### config.mk
export PLATFORM = sky130hd
export DESIGN_NAME = block_stats_calc
export DESIGN_NICKNAME = d
export VERILOG_FILES = /design/src/rtl/block_stats_pkg.sv /design/src/rtl/block_pingpong_buf.sv /design/src/rtl/block_stats_calc.sv
export SDC_FILE = /design/constraint.sdc
export NUM_CORES = 2
export LEC_CHECK = 0
export BUFFER_PORTS_ARGS = -buffer_cell sky130_fd_sc_hd__buf_2
export CAP_MARGIN = 20
export CELL_PAD_IN_SITES_DETAIL_PLACEMENT = 1
export CELL_PAD_IN_SITES_GLOBAL_PLACEMENT = 2
export CORE_MARGIN = 5
export CORE_UTILIZATION = 46
export DETAILED_ROUTE_END_ITERATION = 10
export MAX_ROUTING_LAYER = met4
export PLACE_DENSITY = 0.78
export SLEW_MARGIN = 20
export SYNTH_ARGS = -nofsm -noshare
export SYNTH_HDL_FRONTEND = slang
export SYNTH_SLANG_ARGS = --single-unit
### constraint.sdc
create_clock -name clk -period 5.4 [get_ports clk]
set_clock_uncertainty 0.15 [all_clocks]
set_input_delay 0.54 -clock clk [delete_from_list [all_inputs] [get_ports clk]]
set_output_delay 0.54 -clock clk [all_outputs]
set_load 0.05 [all_outputs]
### src/rtl/block_stats_pkg.sv
// Shared types and default sizing for block_stats_calc.
//   stat_t          : mean/variance word for the default 8-bit pixel width
//   replay_state_e  : replay FSM states
package block_stats_pkg;

  localparam int unsigned DATA_WIDTH_DEF    = 8;
  localparam int unsigned TOTAL_SAMPLES_DEF = 64;
  localparam int unsigned LOG2_SAMPLES      = $clog2(TOTAL_SAMPLES_DEF);
  localparam int unsigned SUM_W             = DATA_WIDTH_DEF + LOG2_SAMPLES;
  localparam int unsigned SUMSQ_W           = 2 * DATA_WIDTH_DEF + LOG2_SAMPLES;

  typedef logic [2*DATA_WIDTH_DEF-1:0] stat_t;

  typedef enum logic {
    IDLE   = 1'b0,
    REPLAY = 1'b1
  } replay_state_e;

endpackage

### src/rtl/block_pingpong_buf.sv
// Two-bank block buffer, simple dual-port.
//   clk                         : clock
//   wr_bank/wr_addr/wr_en/wr_data : write port
//   rd_bank/rd_addr             : read address, sampled every edge
//   rd_data                     : registered read data (1-cycle latency)
module block_pingpong_buf #(
  parameter int unsigned DATA_WIDTH = 8,
  parameter int unsigned DEPTH      = 64
) (
  input  logic                     clk,
  input  logic                     wr_bank,
  input  logic [$clog2(DEPTH)-1:0] wr_addr,
  input  logic                     wr_en,
  input  logic [DATA_WIDTH-1:0]    wr_data,
  input  logic                     rd_bank,
  input  logic [$clog2(DEPTH)-1:0] rd_addr,
  output logic [DATA_WIDTH-1:0]    rd_data
);

  logic [DATA_WIDTH-1:0] mem [2*DEPTH];

  always_ff @(posedge clk) begin
    if (wr_en) begin
      mem[{wr_bank, wr_addr}] <= wr_data;
    end
    rd_data <= mem[{rd_bank, rd_addr}];
  end

endmodule

### src/rtl/block_stats_calc.sv
// Per-block mean/variance with buffered replay of the block pixels.
//   clk, rst (sync, active-high)
//   data_in/data_valid      : incoming pixel stream, gaps allowed
//   blocks_per_frame        : sampled at each block's first pixel
//   stats_ready             : 1-cycle pulse, stats valid and replay word 0 on data_out
//   mean_of_block           : floor(sum/N)
//   variance_of_block       : floor(sumsq/N) - mean^2
//   data_out/data_out_valid : replayed block, N consecutive cycles
//   frame_done              : with stats_ready of a frame's last block
//   block_index             : index of the block being replayed
module block_stats_calc
  import block_stats_pkg::*;
#(
  parameter int unsigned DATA_WIDTH    = DATA_WIDTH_DEF,
  parameter int unsigned TOTAL_SAMPLES = TOTAL_SAMPLES_DEF
) (
  input  logic                    clk,
  input  logic                    rst,
  input  logic [DATA_WIDTH-1:0]   data_in,
  input  logic                    data_valid,
  input  logic [31:0]             blocks_per_frame,
  output logic                    stats_ready,
  output logic [2*DATA_WIDTH-1:0] mean_of_block,
  output logic [2*DATA_WIDTH-1:0] variance_of_block,
  output logic [DATA_WIDTH-1:0]   data_out,
  output logic                    data_out_valid,
  output logic                    frame_done,
  output logic [31:0]             block_index
);

  localparam int unsigned L2N = $clog2(TOTAL_SAMPLES);
  localparam int unsigned SW  = DATA_WIDTH + L2N;
  localparam int unsigned SQW = 2 * DATA_WIDTH + L2N;
  localparam int unsigned DW2 = 2 * DATA_WIDTH;
  localparam logic [L2N-1:0] LAST = L2N'(TOTAL_SAMPLES - 1);

  // accumulator
  logic [L2N-1:0]        cnt;
  logic                  wr_bank;
  logic [SW-1:0]         sum, sum_nx;
  logic [SQW-1:0]        sumsq, sumsq_nx;
  logic [DW2-1:0]        sq;
  logic [31:0]           bpf_blk, bpf_snap;

  // snapshot / stats pipeline
  logic                  snap_valid, pipe_valid;
  logic [DATA_WIDTH-1:0] mean_snap, mean_p;
  logic [DW2-1:0]        msq_snap, msq_p, sq_p;

  // replay
  logic                  rd_bank;
  logic [L2N-1:0]        rd_addr;
  logic [DATA_WIDTH-1:0] rd_data;
  replay_state_e         state, state_n;
  logic [L2N-1:0]        rcnt, rcnt_n;
  logic [DATA_WIDTH-1:0] dout_n;
  logic                  dv_n;

  // frame
  logic [31:0]           blk_cnt;
  logic                  last_of_frame;
  logic                  load;

  always_comb begin
    sq       = {{DATA_WIDTH{1'b0}}, data_in} * {{DATA_WIDTH{1'b0}}, data_in};
    sum_nx   = sum + {{L2N{1'b0}}, data_in};
    sumsq_nx = sumsq + {{L2N{1'b0}}, sq};
  end

  block_pingpong_buf #(
    .DATA_WIDTH (DATA_WIDTH),
    .DEPTH      (TOTAL_SAMPLES)
  ) u_buf (
    .clk     (clk),
    .wr_bank (wr_bank),
    .wr_addr (cnt),
    .wr_en   (data_valid),
    .wr_data (data_in),
    .rd_bank (rd_bank),
    .rd_addr (rd_addr),
    .rd_data (rd_data)
  );

  // Read address restarts at the block-end edge and free-runs, so word k is
  // captured by the buffer at E+1+k and reaches data_out at E+2+k.
  always_ff @(posedge clk) begin
    if (rst) begin
      cnt        <= '0;
      wr_bank    <= 1'b0;
      sum        <= '0;
      sumsq      <= '0;
      bpf_blk    <= '0;
      bpf_snap   <= '0;
      snap_valid <= 1'b0;
      mean_snap  <= '0;
      msq_snap   <= '0;
      rd_bank    <= 1'b0;
      rd_addr    <= '0;
    end else begin
      snap_valid <= 1'b0;
      rd_addr    <= rd_addr + L2N'(1);
      if (data_valid) begin
        cnt <= cnt + L2N'(1);
        if (cnt == '0) begin
          bpf_blk <= blocks_per_frame;
        end
        if (cnt == LAST) begin
          wr_bank    <= ~wr_bank;
          sum        <= '0;
          sumsq      <= '0;
          mean_snap  <= sum_nx[SW-1:L2N];
          msq_snap   <= sumsq_nx[SQW-1:L2N];
          snap_valid <= 1'b1;
          bpf_snap   <= bpf_blk;
          rd_bank    <= wr_bank;
          rd_addr    <= '0;
        end else begin
          sum   <= sum_nx;
          sumsq <= sumsq_nx;
        end
      end
    end
  end

  always_ff @(posedge clk) begin
    if (rst) begin
      pipe_valid <= 1'b0;
      mean_p     <= '0;
      msq_p      <= '0;
      sq_p       <= '0;
    end else begin
      pipe_valid <= snap_valid;
      if (snap_valid) begin
        mean_p <= mean_snap;
        msq_p  <= msq_snap;
        sq_p   <= {{DATA_WIDTH{1'b0}}, mean_snap} * {{DATA_WIDTH{1'b0}}, mean_snap};
      end
    end
  end

  assign load          = pipe_valid;
  assign last_of_frame = (bpf_snap != '0) && (blk_cnt == bpf_snap - 32'd1);

  always_ff @(posedge clk) begin
    if (rst) begin
      stats_ready       <= 1'b0;
      frame_done        <= 1'b0;
      mean_of_block     <= '0;
      variance_of_block <= '0;
      block_index       <= '0;
      blk_cnt           <= '0;
    end else begin
      stats_ready <= load;
      frame_done  <= 1'b0;
      if (load) begin
        mean_of_block     <= {{DATA_WIDTH{1'b0}}, mean_p};
        variance_of_block <= msq_p - sq_p;
        block_index       <= blk_cnt;
        frame_done        <= last_of_frame;
        blk_cnt           <= last_of_frame ? '0 : blk_cnt + 32'd1;
      end
    end
  end

  always_comb begin
    state_n = state;
    rcnt_n  = rcnt;
    dout_n  = data_out;
    dv_n    = data_out_valid;
    if (load) begin
      state_n = REPLAY;
      rcnt_n  = '0;
      dout_n  = rd_data;
      dv_n    = 1'b1;
    end else begin
      case (state)
        REPLAY: begin
          if (rcnt == LAST) begin
            state_n = IDLE;
            dv_n    = 1'b0;
          end else begin
            rcnt_n = rcnt + L2N'(1);
            dout_n = rd_data;
          end
        end
        default: ;
      endcase
    end
  end

  always_ff @(posedge clk) begin
    if (rst) begin
      state          <= IDLE;
      rcnt           <= '0;
      data_out       <= '0;
      data_out_valid <= 1'b0;
    end else begin
      state          <= state_n;
      rcnt           <= rcnt_n;
      data_out       <= dout_n;
      data_out_valid <= dv_n;
    end
  end

endmodule

---- Yosys cells after proc, flatten, opt, wreduce, memory -nomap -nowiden ----
Memory sizes are Yosys's and may differ from the RTL's. A register that Yosys moved wholly into a read port is not among the register bits.
Cells that the tools add are included.
operators by class
  add/subtract/negate cells ............... 8
  multiply operators ...................... 2
  eq/ne operators ......................... 4
  multiplexer cells ....................... 17
  bitwise operators ....................... 4
  reduce and logical (&&, ||, !) cells .... 13
operators with widths
  kind                     number
  $add A32 B1 Y32 const B  1
  $eq A32 B32 Y1           1
  $mul A8 B8 Y16           2
  $mux W32                 1
  $reduce_bool A32 Y1      1
  $sub A32 B1 Y32 const B  1
  $mux W8                  3
  $add A22 B16 Y22         1
  $mux W22                 1
  $add A6 B1 Y6 const B    3
  $sub A16 B16 Y16         1
  $add A14 B8 Y14          1
  $mux W14                 1
  $eq A6 B6 Y1 const B     2
  $mux W6                  2
  $reduce_and A2 Y1        5
  $mux W1                  9
  $logic_not A6 Y1         1
  $reduce_or A2 Y1         3
  $not A1 Y1               4
  $reduce_bool A2 Y1       2
  $ne A2 B2 Y1 const B     1
  $logic_and A1 B1 Y1      1
word-level totals
  bits in registers ....................... 286
  bits in writable memories ............... 1024
  bits of input ports ..................... 43
  output and inout port bits .............. 75
  logic and storage cells ................. 74
  memories kept ........................... 1
memory list
  name       words  bits a word  read ports  clocked after memory_dff  wr ports  line                      text
  u_buf.mem  128    8            1           1                         1         block_pingpong_buf.sv:20  logic [DATA_WIDTH-1:0] mem [2*DEPTH];

---- Longest topological paths before layout ----
  word-level depth ........................ 4
  depth in mapped cells ................... 20
  depth with buffers taken out ............ 19

---- Hierarchy ----
From an unflattened synthesis, not the netlist that was laid out.
unflattened totals
  cell total of the unflattened synthesis .. 3572
  area total of the unflattened synthesis .. 56242.7 um^2
modules (own cells, without submodules)
  module              instances  cells each  area an instance (um^2)  sequential area each (um^2)
  block_pingpong_buf  1          1635        39665.5                  30909.6
  block_stats_calc    1          1937        16577.1                  5685.5

---- Least setup slack after synthesis ----
No wires, ideal clock.
  path type ............................... input -> register
  start ................................... in data_in[6]
  end ..................................... reg msq_snap[15]
  arrival time ............................ 4.809 ns
  required time ........................... 5.133 ns
  slack ................................... 0.324 ns
  cell stages on the path ................. 18
  path buffers ............................ 1
  cell sequence ........................... clkbuf_1 and2_1 inv_1 fa_1 inv_1 fa_1 fa_1 inv_1 fa_1 inv_1 ha_1 and3_1 a21oi_1 a31oi_1 a221oi_1 o21ai_0 xor2_1 a22o_1
between the ends
  longest elaborated chain between the ends .. 2
RTL lines
  element               line                     text
  start, declared       block_stats_calc.sv:19   input logic [DATA_WIDTH-1:0] data_in,
  $mul A8 B8 Y16        block_stats_calc.sv:65   sq = {{DATA_WIDTH{1'b0}}, data_in} * {{DATA_WIDTH{1'b0}}, data_in};
  $add A22 B16 Y22      block_stats_calc.sv:67   sumsq_nx = sumsq + {{L2N{1'b0}}, sq};
  end signal, assigned  block_stats_calc.sv:112  msq_snap <= sumsq_nx[SQW-1:L2N];
  end, declared         block_stats_calc.sv:48   logic [DW2-1:0] msq_snap, msq_p, sq_p;
No other way between the ends.
A chain may end at the register's enable or synchronous reset.

---- Worst setup path after layout ----
  start ................................... in data_in[5]
  end ..................................... reg msq_snap[15]
The elaborated chain is that of the path after synthesis.

==> impl_metrics.json <==
{
  "status": "finished, final reports clean",
  "gp_congestion": 0.811,
  "dpl.cell_count": 5686,
  "r2r_cells": 15,
  "hold_depth": 2,
  "startpoint_type": "primary input",
  "die-area_sq_mm": 0.131,
  "wl_mm": 154,
  "regToRegSetupSlack_ns": 0.66,
  "crit_top_cell": "fa_1",
  "cts-root-buf": "clkbuf_16",
  "die_w_microns": 362,
  "rsz0062_at_grt": "no",
  "crit_path_end_kind": "flop",
  "rows": 129,
  "p_leak_uw": 0.0223,
  "place_ws_ns": 0.0522,
  "slew_violations": 0,
  "cap_violations": 0,
  "placedInstanceArea_sq_mm": 0.0597,
  "grt_overflow": 0,
  "drtIter0Drc": 2799,
  "clk_pin_slew_worst_paths_ns": 0.06,
  "r2r-end": "sq_p[14]$_SDFFE_PP0P_",
  "clk_latency_ns": 0.78,
  "fin_area_sq_mm": 0.0647,
  "syn2layout_area_growth_pct": 13.8,
  "route.vias.total": 34400,
  "cp.required_ns": 5.91,
  "cts_tree": "built",
  "syn_inst": 4051,
  "total_power_uw": 23300,
  "ant_nets": 0,
  "crit_chain": "dlygate4sd3_1 -> buf_6 -> buf_4 -> nand2_1 -> inv_1 -> fa_1 -> fa_1 -> fa_1 -> inv_1 -> fa_1 -> inv_1 -> ha_1 -> and3_1 -> a21oi_1 -> a31oi_1 -> a221oi_1 -> buf_4 -> o21ai_0 -> xor2_1 -> a22o_1",
  "p_per_area_mw_per_mm2": 361,
  "drt-vias-per-instance": 5.74,
  "min_to": "u_buf.mem[33][2]$_DFFE_PP_",
  "finalWorstSetupSlack_ns": 0.300,
  "antenna_found_initial": 7,
  "multi_input_area_sq_mm": 0.0188,
  "portBuffers": 109,
  "hp-class": "primary input to flop",
  "synth.yosys.seq_area_share": 0.644,
  "r2r-start": "mean_snap[2]$_SDFFE_PP0P_",
  "cp_slowest_cell": "dlygate4sd3_1",
  "synth_cell_types": 79,
  "tightest_slew_ns": 1.10,
  "clk_path_buf_depth": 3,
  "ios": 118,
  "die_y_microns": 362,
  "grt_pass1_vias": 35600,
  "path_class": "primary input to flop",
  "drtPass1Iterations": 8,
  "core_sq_mm": 0.123,
  "htreeDepth": 4,
  "wl_per_cell_microns": 25.6,
  "finalSetupTns_ns": 0,
  "async_reset_ff_frac": 0,
  "syn_avg_cell_area_sq_um": 14.0,
  "drive_gt1_frac": 0.160,
  "cts_sinks": 1316,
  "grt_first_pass_wirelength_mm": 230,
  "drc": 0,
  "final_cell_mix": "edfxtp_1 (1024), nor2_1 (325), nand2_1 (314), mux2i_1 (290), dfxtp_1 (284)",
  "register_area_sq_mm": 0.0366,
  "dpl.hpwl_mm": 99.3,
  "fill_cells": 12000,
  "relSlewSlack": 0.266,
  "critPathMaxFanout": 10,
  "netlist_area_sq_mm": 0.0569,
  "setup_viol_count_final": 0,
  "layout_commonest_cell": "edfxtp_1",
  "ir_worst_vdd_uv": 347,
  "final_cells": 5991,
  "synth-main-ff-cell": "edfxtp_1",
  "synth_warnings": 0,
  "synth_edf_count": 1024,
  "max_stage_delay_ns": 0.56,
  "fin_crit_ns": 5.10,
  "grt_max_degree": 160,
  "fmax_ghz": 0.196,
  "layout.nets": 4438,
  "synth_seq_cells": 1316,
  "min_from": "data_in[2]",
  "period_share": 0.945,
  "hold_viol_final": 0,
  "numCtsBuffers": 142,
  "arrival_ns": 5.61,
  "initial_utilization": 0.461,
  "grt_usage": 0.240
}
-- cell type report --
type / instances / area share
diodes: 10 / 0.000387
clock buffers: 184 / 0.0605
clock inverters: 76 / 0.0113
inverters: 148 / 0.00858
multi-input cells: 2358 / 0.291
flip-flops and latches: 1316 / 0.566
well taps: 1637 / 0.0316
repair buffers: 262 / 0.0310
-- per-layer routing --
| metal | up-vias | global-route usage | routed length [microns] |
|---|---|---|---|
| met2 | 974 | 0.369 | 72400 |
| met1 | 17700 | 0.329 | 67700 |
| met3 | 223 | 0.0462 | 9960 |
| met5 | - | - | 0 |
| li1 | 15500 | - | - |
| met4 | 0 | 0.0660 | 3590 |
-- worst max-delay path by stage --
| stage | slack (ns) | end | cells past startpoint | start |
|---|---|---|---|---|
| after floorplan | 0.32 | msq_snap[15]$_SDFFE_PP0P_ | 18 | data_in[6] |
| after CTS | 0.29 | msq_snap[13]$_SDFFE_PP0P_ | 20 | data_in[5] |
| after global placement | 0.12 | sumsq[19]$_SDFFE_PP0P_ | 20 | data_in[5] |
| after detailed placement | 0.05 | msq_snap[13]$_SDFFE_PP0P_ | 19 | data_in[5] |
| after global routing | 0.007 | msq_snap[15]$_SDFFE_PP0P_ | 20 | data_in[5] |
| final | 0.30 | msq_snap[15]$_SDFFE_PP0P_ | 20 | data_in[5] |
-- Yosys cell counts (all sizes together), types with 64 or more instances --
cell type	count	area (sq um)
o21ai	100	500
dfxtp	292	5850
buf	68	333
nand2	316	1190
ha	104	1300
nor2	327	1230
mux2	66	743
o221ai	64	561
mux4	136	3060
o22ai	66	413
xnor2	88	771
a21oi	248	1240
clkbuf	168	632
inv	147	552
edfxtp	1024	30700
mux2i	290	2900
-- power by group --
group          internal, uW  switching [uW]  leakage, uW  total (uW)
Clock                  5630            4050      0.00227        9680
Sequential            11000            80.6       0.0116       11100
Combinational          1020            1570      0.00845        2590
Total                 17600            5700       0.0223       23300
-- registers in the layout, summed over array words and instances (netlist names), 8 cells and up --
name,flops
u_buf.mem,1024
blk_cnt,32
block_index,32
bpf_blk,32
bpf_snap,32
sumsq,22
msq_p,16
msq_snap,16
variance_of_block,16
sq_p,14
sum,14
data_out,8
mean_of_block,8
mean_p,8
mean_snap,8
u_buf.rd_data,8
-- through the flow --
stage	hold WS [ns]	utilization
2_1_floorplan	0.282	-
3_3_place_gp	0.285	0.484
3_5_place_dp	0.292	0.484
4_1_cts	0.00797	0.524
5_1_grt	0.0334	0.525
6_report	0.0547	0.525
-- cell families after synthesis --
family,share of synthesized area
and+or+nand+nor,0.0751
DFF,0.644
other,0.0000659
muxes,0.118
buffers and inverters,0.0267
AOI/OAI and AO/OA,0.0684
adders and majority gates,0.0452
xor gates and xnor gates,0.0229
-- worst max-delay path: cells and delay by family --
kind | cells | cell delay [ns]
AND/OR/NAND/NOR | 2 | 0.28
AO/OA/AOI/OAI | 5 | 1.00
buffers and inverters | 7 | 1.29
adder cells (fa/ha/maj) | 5 | 2.29
XOR/XNOR | 1 | 0.18
-- timing repair --
action / 4_1_cts / 5_1_grt
resized for setup: 0 / 3
endpoints found under the setup margin: 0 / 6
endpoints found under the hold margin: 42 / 0
hold buffers: 34 / 0
buffers inserted: 0 / 0
(Power assumes the default switching activity.)
